**src/rtl/acq_rr_arbiter_if.sv**
```systemverilog
// Request/grant bundle between the acquisition front-ends and the shared-resource arbiter.
// master: requester side; slave: arbiter side.
interface acq_rr_arbiter_if #(
   parameter int N_REQ = 4
);
   localparam int ID_W = (N_REQ > 1) ? $clog2(N_REQ) : 1;

   logic [N_REQ-1:0] req;
   logic [N_REQ-1:0] grant;
   logic [ID_W-1:0]  grant_id;
   logic             busy;
   logic             any_req;

   modport master (
      output req,
      input  grant,
      input  grant_id,
      input  busy,
      input  any_req
   );

   modport slave (
      input  req,
      output grant,
      output grant_id,
      output busy,
      output any_req
   );
endinterface

```
**src/rtl/acq_rr_arbiter.sv**
```systemverilog
// Round-robin arbiter for one shared acquisition resource (sample bus / ADC port).
// Optional grant timeout enabled by defining ARB_TIMEOUT_EN (limit set by MAX_HOLD).
//
//   state | meaning
//   ------+--------------------------------------------------------------
//   IDLE  | no grant; selects next winner from req, starting after ptr
//   GRANT | one requester owns the resource while its req stays high
module acq_rr_arbiter #(
   parameter int N_REQ    = 4,
   parameter int MAX_HOLD = 16
) (
   input  logic             clk,
   input  logic             rst,
   acq_rr_arbiter_if.slave  bus
);
   localparam int ID_W = $clog2(N_REQ);

   if (N_REQ < 2 || N_REQ > 8 || MAX_HOLD < 1 || MAX_HOLD > 255) begin : g_bad_param
      $error("acq_rr_arbiter: N_REQ must be 2..8 and MAX_HOLD 1..255");
   end

   typedef enum logic {
      IDLE  = 1'b0,
      GRANT = 1'b1
   } state_t;

   state_t           state;
   state_t           state_next;
   logic [N_REQ-1:0] grant_r;
   logic [N_REQ-1:0] grant_next;
   logic             busy_r;
   logic [ID_W-1:0]  id_r;
   logic [ID_W-1:0]  id_next;
   logic [ID_W-1:0]  ptr;
   logic [ID_W-1:0]  ptr_next;

   logic [N_REQ-1:0] cand;
   logic [ID_W-1:0]  winner;
   logic             found;

`ifdef ARB_TIMEOUT_EN
   localparam int HOLD_W = 8;

   logic [HOLD_W-1:0] hold_cnt;
   logic [HOLD_W-1:0] hold_next;
   logic              mask_vld;
   logic              mask_vld_next;
   logic [ID_W-1:0]   mask_id;
   logic [ID_W-1:0]   mask_id_next;
   logic [N_REQ-1:0]  masked_req;
   logic              timeout;

   // A revoked requester sits out one selection only if someone else is waiting.
   assign masked_req = mask_vld ? (bus.req & ~(N_REQ'(1) << mask_id)) : bus.req;
   assign cand       = (|masked_req) ? masked_req : bus.req;
   // hold_cnt is 0 in the first grant cycle, so MAX_HOLD-1 marks the last allowed cycle.
   assign timeout    = (hold_cnt == HOLD_W'(MAX_HOLD - 1));
`else
   assign cand = bus.req;
`endif

   always_comb begin
      logic [ID_W-1:0] idx;
      idx    = '0;
      winner = '0;
      found  = 1'b0;
      for (int i = 1; i <= N_REQ; i++) begin
         idx = ID_W'((int'(ptr) + i) % N_REQ);
         if (!found && cand[idx]) begin
            found  = 1'b1;
            winner = idx;
         end
      end
   end

   always_comb begin
      state_next = state;
      grant_next = grant_r;
      id_next    = id_r;
      ptr_next   = ptr;
`ifdef ARB_TIMEOUT_EN
      hold_next     = hold_cnt;
      mask_vld_next = mask_vld;
      mask_id_next  = mask_id;
`endif
      case (state)
         IDLE: begin
`ifdef ARB_TIMEOUT_EN
            mask_vld_next = 1'b0;
`endif
            if (found) begin
               state_next = GRANT;
               grant_next = N_REQ'(1) << winner;
               id_next    = winner;
               ptr_next   = winner;
`ifdef ARB_TIMEOUT_EN
               hold_next  = '0;
`endif
            end
         end
         GRANT: begin
`ifdef ARB_TIMEOUT_EN
            if (hold_cnt != HOLD_W'(MAX_HOLD)) begin
               hold_next = hold_cnt + 1'b1;
            end
`endif
            if (!bus.req[id_r]) begin
               state_next = IDLE;
               grant_next = '0;
            end
`ifdef ARB_TIMEOUT_EN
            else if (timeout) begin
               state_next    = IDLE;
               grant_next    = '0;
               mask_vld_next = 1'b1;
               mask_id_next  = id_r;
            end
`endif
         end
         default: begin
            state_next = IDLE;
            grant_next = '0;
         end
      endcase
   end

   always_ff @(posedge clk or posedge rst) begin
      if (rst) begin
         state   <= IDLE;
         grant_r <= '0;
         busy_r  <= 1'b0;
         id_r    <= '0;
         ptr     <= ID_W'(N_REQ - 1);
      end else begin
         state   <= state_next;
         grant_r <= grant_next;
         busy_r  <= |grant_next;
         id_r    <= id_next;
         ptr     <= ptr_next;
      end
   end

`ifdef ARB_TIMEOUT_EN
   always_ff @(posedge clk or posedge rst) begin
      if (rst) begin
         hold_cnt <= '0;
         mask_vld <= 1'b0;
         mask_id  <= '0;
      end else begin
         hold_cnt <= hold_next;
         mask_vld <= mask_vld_next;
         mask_id  <= mask_id_next;
      end
   end
`endif

   assign bus.grant    = grant_r;
   assign bus.grant_id = id_r;
   assign bus.busy     = busy_r;
   assign bus.any_req  = |bus.req;
endmodule

```
**src/flat_wrapper.sv**
```systemverilog
// flat-port wrapper written by rule: the top's interface ports become plain ports
module acq_rr_arbiter_flat 
#(
   parameter int N_REQ    = 4,
   parameter int MAX_HOLD = 16
)
  (clk, rst, bus_req, bus_grant, bus_grant_id, bus_busy, bus_any_req);
  acq_rr_arbiter_if #(.N_REQ(N_REQ)) bus_i ();
  input  logic clk;
  input  logic rst;
  input wire logic [$bits(bus_i.req)-1:0] bus_req;
  output wire logic [$bits(bus_i.grant)-1:0] bus_grant;
  output wire logic [$bits(bus_i.grant_id)-1:0] bus_grant_id;
  output wire logic [$bits(bus_i.busy)-1:0] bus_busy;
  output wire logic [$bits(bus_i.any_req)-1:0] bus_any_req;
  assign bus_i.req = bus_req;
  assign bus_grant = bus_i.grant;
  assign bus_grant_id = bus_i.grant_id;
  assign bus_busy = bus_i.busy;
  assign bus_any_req = bus_i.any_req;
  acq_rr_arbiter #(.N_REQ(N_REQ), .MAX_HOLD(MAX_HOLD)) u_core (.clk(clk), .rst(rst), .bus(bus_i));
endmodule
```
**config.mk**
```make
export PLATFORM = sky130hd
export DESIGN_NAME = acq_rr_arbiter_flat
export DESIGN_NICKNAME = d
export VERILOG_FILES = /design/src/rtl/acq_rr_arbiter_if.sv /design/src/rtl/acq_rr_arbiter.sv /design/src/flat_wrapper.sv
export SDC_FILE = /design/constraint.sdc
export NUM_CORES = 1
export LEC_CHECK = 0
export ABC_AREA = 1
export CORE_AREA = 4 4 43 45
export CTS_BUF_LIST = sky130_fd_sc_hd__clkbuf_8
export CTS_CLUSTER_SIZE = 24
export DETAILED_ROUTE_END_ITERATION = 12
export DIE_AREA = 0 0 47 49
export GPL_ROUTABILITY_DRIVEN = 0
export GPL_TIMING_DRIVEN = 0
export PLACE_DENSITY = 0.8
export SETUP_SLACK_MARGIN = 0.15
export SLEW_MARGIN = 20
export SYNTH_ARGS = -nofsm -noshare
export SYNTH_HDL_FRONTEND = slang
export SYNTH_SLANG_ARGS = --single-unit
```
**constraint.sdc**
```tcl
create_clock -name clk -period 2 [get_ports clk]
set_clock_uncertainty 0.05 [all_clocks]
set_input_delay 0.2 -clock clk [delete_from_list [all_inputs] [get_ports clk]]
set_output_delay 0.2 -clock clk [all_outputs]
set_load 0.03 [all_outputs]
```
### After elaboration in Yosys (flattened, before gate mapping)

Index checks and enable logic that the tools add are counted.

| word-level totals | value |
|---|---|
| bits of input ports | 6 |
| register bits | 10 |
| output and inout port bits | 8 |
| word-level logic and storage cells | 49 |

| operators by class | value |
|---|---|
| bitwise logic cells | 1 |
| $add $sub $neg | 4 |
| reductions and logical operators | 9 |
| mux-type cells | 24 |
| shift operators | 1 |
| magnitude comparators | 5 |

Operators with widths:

| cell | number |
|---|---|
| $lt A2 B3 Y1 const B | 5 |
| $mux W1 | 11 |
| $bmux W1 S2 | 5 |
| $mux W2 | 4 |
| $mux W4 | 2 |
| $pmux W4 S2 | 1 |
| $reduce_or A4 Y1 | 2 |
| $add A2 B1 Y2 const B | 2 |
| $add A2 B2 Y2 const B | 2 |
| $shl A1 B2 Y4 const A | 1 |
| $logic_and A1 B1 Y1 | 3 |
| $logic_not A1 Y1 | 3 |
| $pmux W1 S2 | 1 |
| $reduce_and A2 Y1 | 1 |
| $not A1 Y1 | 1 |

### Logic depth before layout (Yosys ltp)

Gate-level depths: netlist (run 1).

| depth | value |
|---|---|
| depth in word-level cells | 17 |
| mapped depth | 16 |
| mapped depth without buffers | 15 |

### Least setup slack after synthesis (run 1)

Ideal clock, no wire load.

| path | value |
|---|---|
| path type | register -> register |
| start | register u_core.ptr[0] |
| end | register u_core.busy_r (netlist: u_core.bus.busy) |
| path buffers | 1 |
| library setup time | 0.122 ns |
| data arrival time | 1.569 ns |
| required time | 1.828 ns |
| clock period less this slack | 1.741 ns |
| slack | 0.259 ns |
| cell stages (with the launch flop) | 16 |
| path through | dfstp_2 > buf_6 > inv_6 > nand2_1 > nand2_1 > nand2_2 > a21boi_1 > nand2_1 > clkinv_1 > nand2_2 > nand2_2 > nor2_2 > nor2_2 > nand2_1 > nor2_1 > nand2_1 |

| between the ends | value |
|---|---|
| word-level cells in the longest chain between the ends | 17 |
| elaborated cells on any way between the ends | 30 |
| those cells by class | 4 x add/sub; 1 x shift; 18 x mux; 7 x reduce/logical |

RTL lines:

| what | line | RTL |
|---|---|---|
| from (decl) | acq_rr_arbiter.sv:34 | `logic [ID_W-1:0] ptr;` |
| from (signal assigned) | acq_rr_arbiter.sv:133 | `ptr <= ID_W'(N_REQ - 1);` |
| from (signal assigned) | acq_rr_arbiter.sv:139 | `ptr <= ptr_next;` |
| $add A2 B1 Y2 | acq_rr_arbiter.sv:68 | `idx = ID_W'((int'(ptr) + i) % N_REQ);` |
| $bmux W1 S2 | acq_rr_arbiter.sv:69 | `if (!found && cand[idx]) begin` |
| $mux W1 (implied by the code) | acq_rr_arbiter.sv:69 |  |
| $mux W1 | acq_rr_arbiter.sv:69 |  |
| $logic_not A1 Y1 | acq_rr_arbiter.sv:69 |  |
| $logic_and A1 B1 Y1 | acq_rr_arbiter.sv:69 |  |
| $mux W1 | acq_rr_arbiter.sv:69 |  |
| $logic_not A1 Y1 | acq_rr_arbiter.sv:69 |  |
| $logic_and A1 B1 Y1 | acq_rr_arbiter.sv:69 |  |
| $mux W1 | acq_rr_arbiter.sv:69 |  |
| $logic_not A1 Y1 | acq_rr_arbiter.sv:69 |  |
| $logic_and A1 B1 Y1 | acq_rr_arbiter.sv:69 |  |
| $mux W2 | acq_rr_arbiter.sv:69 |  |
| $shl A1 B2 Y4 | acq_rr_arbiter.sv:93 | `grant_next = N_REQ'(1) << winner;` |
| $mux W4 (*) | acq_rr_arbiter.sv:91 | `if (found) begin` |
| $pmux W4 S2 (*) | acq_rr_arbiter.sv:86 | `case (state)` |
| $reduce_or A4 Y1 (*) | acq_rr_arbiter.sv:137 | `busy_r <= \|grant_next;` |
| to (signal assigned) | acq_rr_arbiter.sv:137 |  |
| to (decl) | acq_rr_arbiter.sv:31 | `logic busy_r;` |

Every way passes the cells marked *; elsewhere a longest branch is shown, timed or not. The select of a mux whose other input is x is not followed.
A chain may end at the register's enable or synchronous reset.

### Worst setup path after layout (run 1)

Same ends and word-level chain as after synthesis.

==> flow_results.xml, run 1 <==
<?xml version="1.0" encoding="UTF-8"?>
<metrics>
  <group name="pwr">
    <metric name="worst_ir_drop_vdd" unit="mV">1.162</metric>
    <metric name="cellPowerDensity" unit="nW/um2">2024</metric>
    <metric name="power" unit="mW">2.188</metric>
    <metric name="leakage" unit="nW">0.5606</metric>
  </group>
  <group name="timing">
    <metric name="final-setup-viol-count" unit="">1</metric>
    <metric name="setup_slack" unit="ps">-62.48</metric>
    <metric name="hold_viol_final" unit="">0</metric>
    <metric name="rsz_0062_raised_after_global_routing" unit="">yes</metric>
    <metric name="tightest_slew" unit="ps">387.9</metric>
    <metric name="final.period_utilization" unit="">1.031</metric>
    <metric name="timing.slew.headroom" unit="">0.7387</metric>
    <metric name="max_freq" unit="GHz">0.4849</metric>
    <metric name="fin_worst_hold_slack" unit="ps">230.7</metric>
    <metric name="post-route-min-period" unit="ps">2062</metric>
    <metric name="timing.final.max_slew_violations" unit="">0</metric>
  </group>
  <group name="yosys">
    <metric name="synth_enable_flop_cells" unit="">0</metric>
    <metric name="ys_ff_latch" unit="">10</metric>
    <metric name="main_combinational_cell_family_by_area_after_synthesis" unit="">simple AND/OR/NAND/NOR gates</metric>
    <metric name="post-synth-top-area-fraction" unit="">0.2685</metric>
    <metric name="ys.flop_type" unit="">sky130_fd_sc_hd__dfrtp_1</metric>
    <metric name="synth_largest_area_cell" unit="">sky130_fd_sc_hd__dfrtp_1</metric>
    <metric name="syn_nets" unit="">118</metric>
    <metric name="synthCells" unit="">112</metric>
    <metric name="synth_simple_gate_area_frac" unit="">0.4480</metric>
    <metric name="synth_adder_area_share" unit="">0</metric>
    <metric name="yosysSeqAreaShare" unit="">0.3389</metric>
    <metric name="multiplexer_share_of_the_synthesized_area" unit="">0</metric>
    <metric name="most_frequent_cell_after_synthesis" unit="">sky130_fd_sc_hd__nand2_1</metric>
    <metric name="synth.lib_cells_used.distinct" unit="">21</metric>
    <metric name="synth_area_leaders" unit="">sky130_fd_sc_hd__dfrtp_1 27%, sky130_fd_sc_hd__nand2_1 17%, sky130_fd_sc_hd__inv_1 8.6%, sky130_fd_sc_hd__nand2_2 8.4%, sky130_fd_sc_hd__dfstp_2 7.0%</metric>
    <metric name="syn-mean-instance-area" unit="um2">6.658</metric>
    <metric name="synth.cells.most_frequent" unit="">34 x sky130_fd_sc_hd__nand2_1, 17 x sky130_fd_sc_hd__inv_1, 10 x sky130_fd_sc_hd__nand2_2, 9 x sky130_fd_sc_hd__nor2_1, 8 x sky130_fd_sc_hd__dfrtp_1</metric>
    <metric name="yosysWarnings" unit="">0</metric>
    <metric name="synth_async_sr_flop_share" unit="">1.000</metric>
    <metric name="syn-cell-area" unit="um2">745.7</metric>
    <metric name="yosys.area_share.xor_xnor" unit="">0</metric>
    <metric name="synth_compound_area_frac" unit="">0.08557</metric>
  </group>
  <group name="final_layout">
    <metric name="n_fill_cell" unit="">118</metric>
    <metric name="layout.cell_area.non_filler" unit="um2">1081</metric>
    <metric name="num-nets-final" unit="">140</metric>
    <metric name="layout-drive-gt1-share" unit="">0.3534</metric>
    <metric name="diodes" unit="">0</metric>
    <metric name="area_growth_syn_to_layout" unit="%">44.97</metric>
  </group>
  <group name="route">
    <metric name="via_count" unit="">770</metric>
    <metric name="post_detailed_route_drc_marker_count" unit="">0</metric>
    <metric name="ant_nets" unit="">0</metric>
    <metric name="detail_route.wl_per_cell" unit="um">13.35</metric>
    <metric name="vias_per_cell" unit="">5.168</metric>
    <metric name="drtPass1Iterations" unit="">4</metric>
    <metric name="route.final.wire_length" unit="um">1989</metric>
    <metric name="drt-initial-drc-count" unit="">20</metric>
  </group>
  <group name="critical_path">
    <metric name="r2r.worst_path.cells" unit="">13</metric>
    <metric name="worstSetupEndpoint" unit="">u_core.bus.busy</metric>
    <metric name="critical_path_type" unit="">reg2reg</metric>
    <metric name="r2r_end" unit="">u_core.bus.busy</metric>
    <metric name="crit_fanout" unit="">5</metric>
    <metric name="critPathRequiredTime" unit="ps">2070</metric>
    <metric name="crit_start" unit="">u_core.ptr[0]</metric>
    <metric name="reg2reg_setup_slack" unit="ps">-60</metric>
    <metric name="endpoint_kind" unit="">flip-flop</metric>
    <metric name="crit-reg2reg-launch" unit="">u_core.ptr[0]</metric>
    <metric name="worst_ep_arrival_time" unit="ps">2130</metric>
    <metric name="kind_of_start_point_of_the_critical_path" unit="">flip-flop</metric>
  </group>
  <group name="floorplan">
    <metric name="die_h" unit="um">49</metric>
    <metric name="core" unit="um2">1471</metric>
    <metric name="number_of_rows_in_the_core_area" unit="">14</metric>
    <metric name="die_w" unit="um">47</metric>
    <metric name="initial_core_util" unit="">0.5068</metric>
    <metric name="io_pins" unit="">14</metric>
    <metric name="design.die.area" unit="um2">2303</metric>
  </group>
  <group name="hold_path">
    <metric name="min_path_type" unit="">in2async</metric>
  </group>
  <group name="grt">
    <metric name="maximum_number_of_pins_on_one_net_before_global_route_repair" unit="">11</metric>
    <metric name="grt_pass1_vias" unit="">743</metric>
    <metric name="groute.usage.overall" unit="">0.1803</metric>
    <metric name="grt_overflow_total" unit="">0</metric>
    <metric name="grt_pass1_wl" unit="um">3153</metric>
    <metric name="initial_antenna_violation_count" unit="">0</metric>
  </group>
  <group name="clock_network">
    <metric name="cts.clk_slew.worst_paths" unit="ps">50</metric>
    <metric name="cts_root_buf" unit="">sky130_fd_sc_hd__clkbuf_8</metric>
    <metric name="tritoncts" unit="">yes</metric>
    <metric name="cts_sinks" unit="">10</metric>
    <metric name="cts-buffers-inserted" unit="">3</metric>
    <metric name="insertion_delay" unit="ps">230</metric>
    <metric name="h_tree_level_count" unit="">1</metric>
    <metric name="clock_tree.buffer_depth" unit="">2</metric>
  </group>
  <group name="placement">
    <metric name="dp_slack" unit="ps">-133.4</metric>
    <metric name="port_buffers" unit="">13</metric>
    <metric name="hpwl" unit="um">1334</metric>
    <metric name="dpl_cell_area" unit="um2">895.9</metric>
  </group>
  <group name="run_status">
    <metric name="outcome" unit="">finished, violations left</metric>
    <metric name="violations_in_the_final_reports" unit="">setup timing</metric>
  </group>
  <group name="run">
    <metric name="max_cap_violations" unit="">0</metric>
  </group>
</metrics>
## metal layers
layer  vias up  track usage  part of all wire
li1        388            -                 -
met1       351       0.2283              0.38
met2        23       0.3032              0.55
met3         8      0.04797             0.039
met4         0      0.02765             0.031
met5         -            0                 0
## critical path, cell delays in order (launching register included)
cell	delay (ps)
sky130_fd_sc_hd__dfstp_2	530
sky130_fd_sc_hd__buf_6	130
sky130_fd_sc_hd__buf_12	110
sky130_fd_sc_hd__nand2_1	80
sky130_fd_sc_hd__nand3_1	110
sky130_fd_sc_hd__nand2_2	80
sky130_fd_sc_hd__a21oi_2	160
sky130_fd_sc_hd__nand2_1	130
sky130_fd_sc_hd__nand3_4	110
sky130_fd_sc_hd__nor2_1	40
sky130_fd_sc_hd__nor2_1	140
sky130_fd_sc_hd__nand2_1	80
sky130_fd_sc_hd__nor2_1	120
sky130_fd_sc_hd__nand2_1	70
## where the power goes
group          internal, mW  switching (mW)
combinational         0.582           0.978
clock                 0.173          0.0786
sequential            0.313          0.0634
total                  1.07            1.12
## repair_timing
action	in CTS	in global routing
setup buffers	0	4
pin swaps	1	17
resized for setup	6	21
endpoints found under the setup margin	3	5
hold buffers	0	0
cloned	0	0
## flip-flops by register name, summed over array words and instances, names as in the netlist
register             count
u_core.bus.busy          1
u_core.bus.grant         4
u_core.bus.grant_id      2
u_core.ptr               2
u_core.state             1
## how the worst min path moves through the flow
| stage | startpoint | end | cells past startpoint |
|---|---|---|---|
| global placement | u_core.state | u_core.state | 2 |
| finish | rst | u_core.state | 2 |
| global route | rst | u_core.bus.grant[1] | 2 |
| floorplan | rst | u_core.bus.busy | 1 |
| CTS | rst | u_core.state | 2 |
| detailed placement | rst | u_core.bus.grant[0] | 2 |
## cell type report
type | instances | area [um2] | share of cell area
buffer | 1 | 11.26 | 0.01042
tap | 16 | 20.02 | 0.01852
sequential | 10 | 252.7 | 0.2338
timing repair buffer | 17 | 171.4 | 0.1586
clock buffer | 4 | 55.05 | 0.05093
multi-input combinational | 80 | 484.2 | 0.4479
inverter | 21 | 86.33 | 0.07986
## kinds of logic (layout without fill, tap and decap cells)
| logic type | count (synthesis) | in the layout |
|---|---|---|
| simple gates | 68 | 68 |
| flops | 10 | 10 |
| buf+inv | 22 | 43 |
| compound gates | 12 | 12 |
## metrics by stage
step,utilization,std cells,TNS (ps)
2_1_floorplan,-,112,0
3_3_place_gp,0.6088,141,-175.8
3_5_place_dp,0.6088,141,-201.4
4_1_cts,0.6573,145,0
5_1_grt,0.7347,149,-199.9
6_report,0.7347,149,-62.48
## placed cells by master, fill, tap and decap left out, types with 2 or more instances in the layout
cell and n:
sky130_fd_sc_hd__a21oi_2 2, sky130_fd_sc_hd__buf_4 3, sky130_fd_sc_hd__clkbuf_8 4, sky130_fd_sc_hd__clkdlybuf4s50_1 12, sky130_fd_sc_hd__dfrtp_1 8, sky130_fd_sc_hd__dfstp_2 2, sky130_fd_sc_hd__inv_1 17, sky130_fd_sc_hd__inv_2 3
sky130_fd_sc_hd__nand2_1 22, sky130_fd_sc_hd__nand2_2 15, sky130_fd_sc_hd__nand2_4 9, sky130_fd_sc_hd__nand3_1 5, sky130_fd_sc_hd__nand4_1 2, sky130_fd_sc_hd__nor2_1 9, sky130_fd_sc_hd__nor2_2 2, sky130_fd_sc_hd__o21ai_0 6
Power figures use the tool's default switching activity.
==> inputs of run 2 (changes only) <==
SLEW_MARGIN = 0   (was 20)
==> results of run 2 <==
Same layout as run 1: the final DEF is identical, and so are final timing and power.
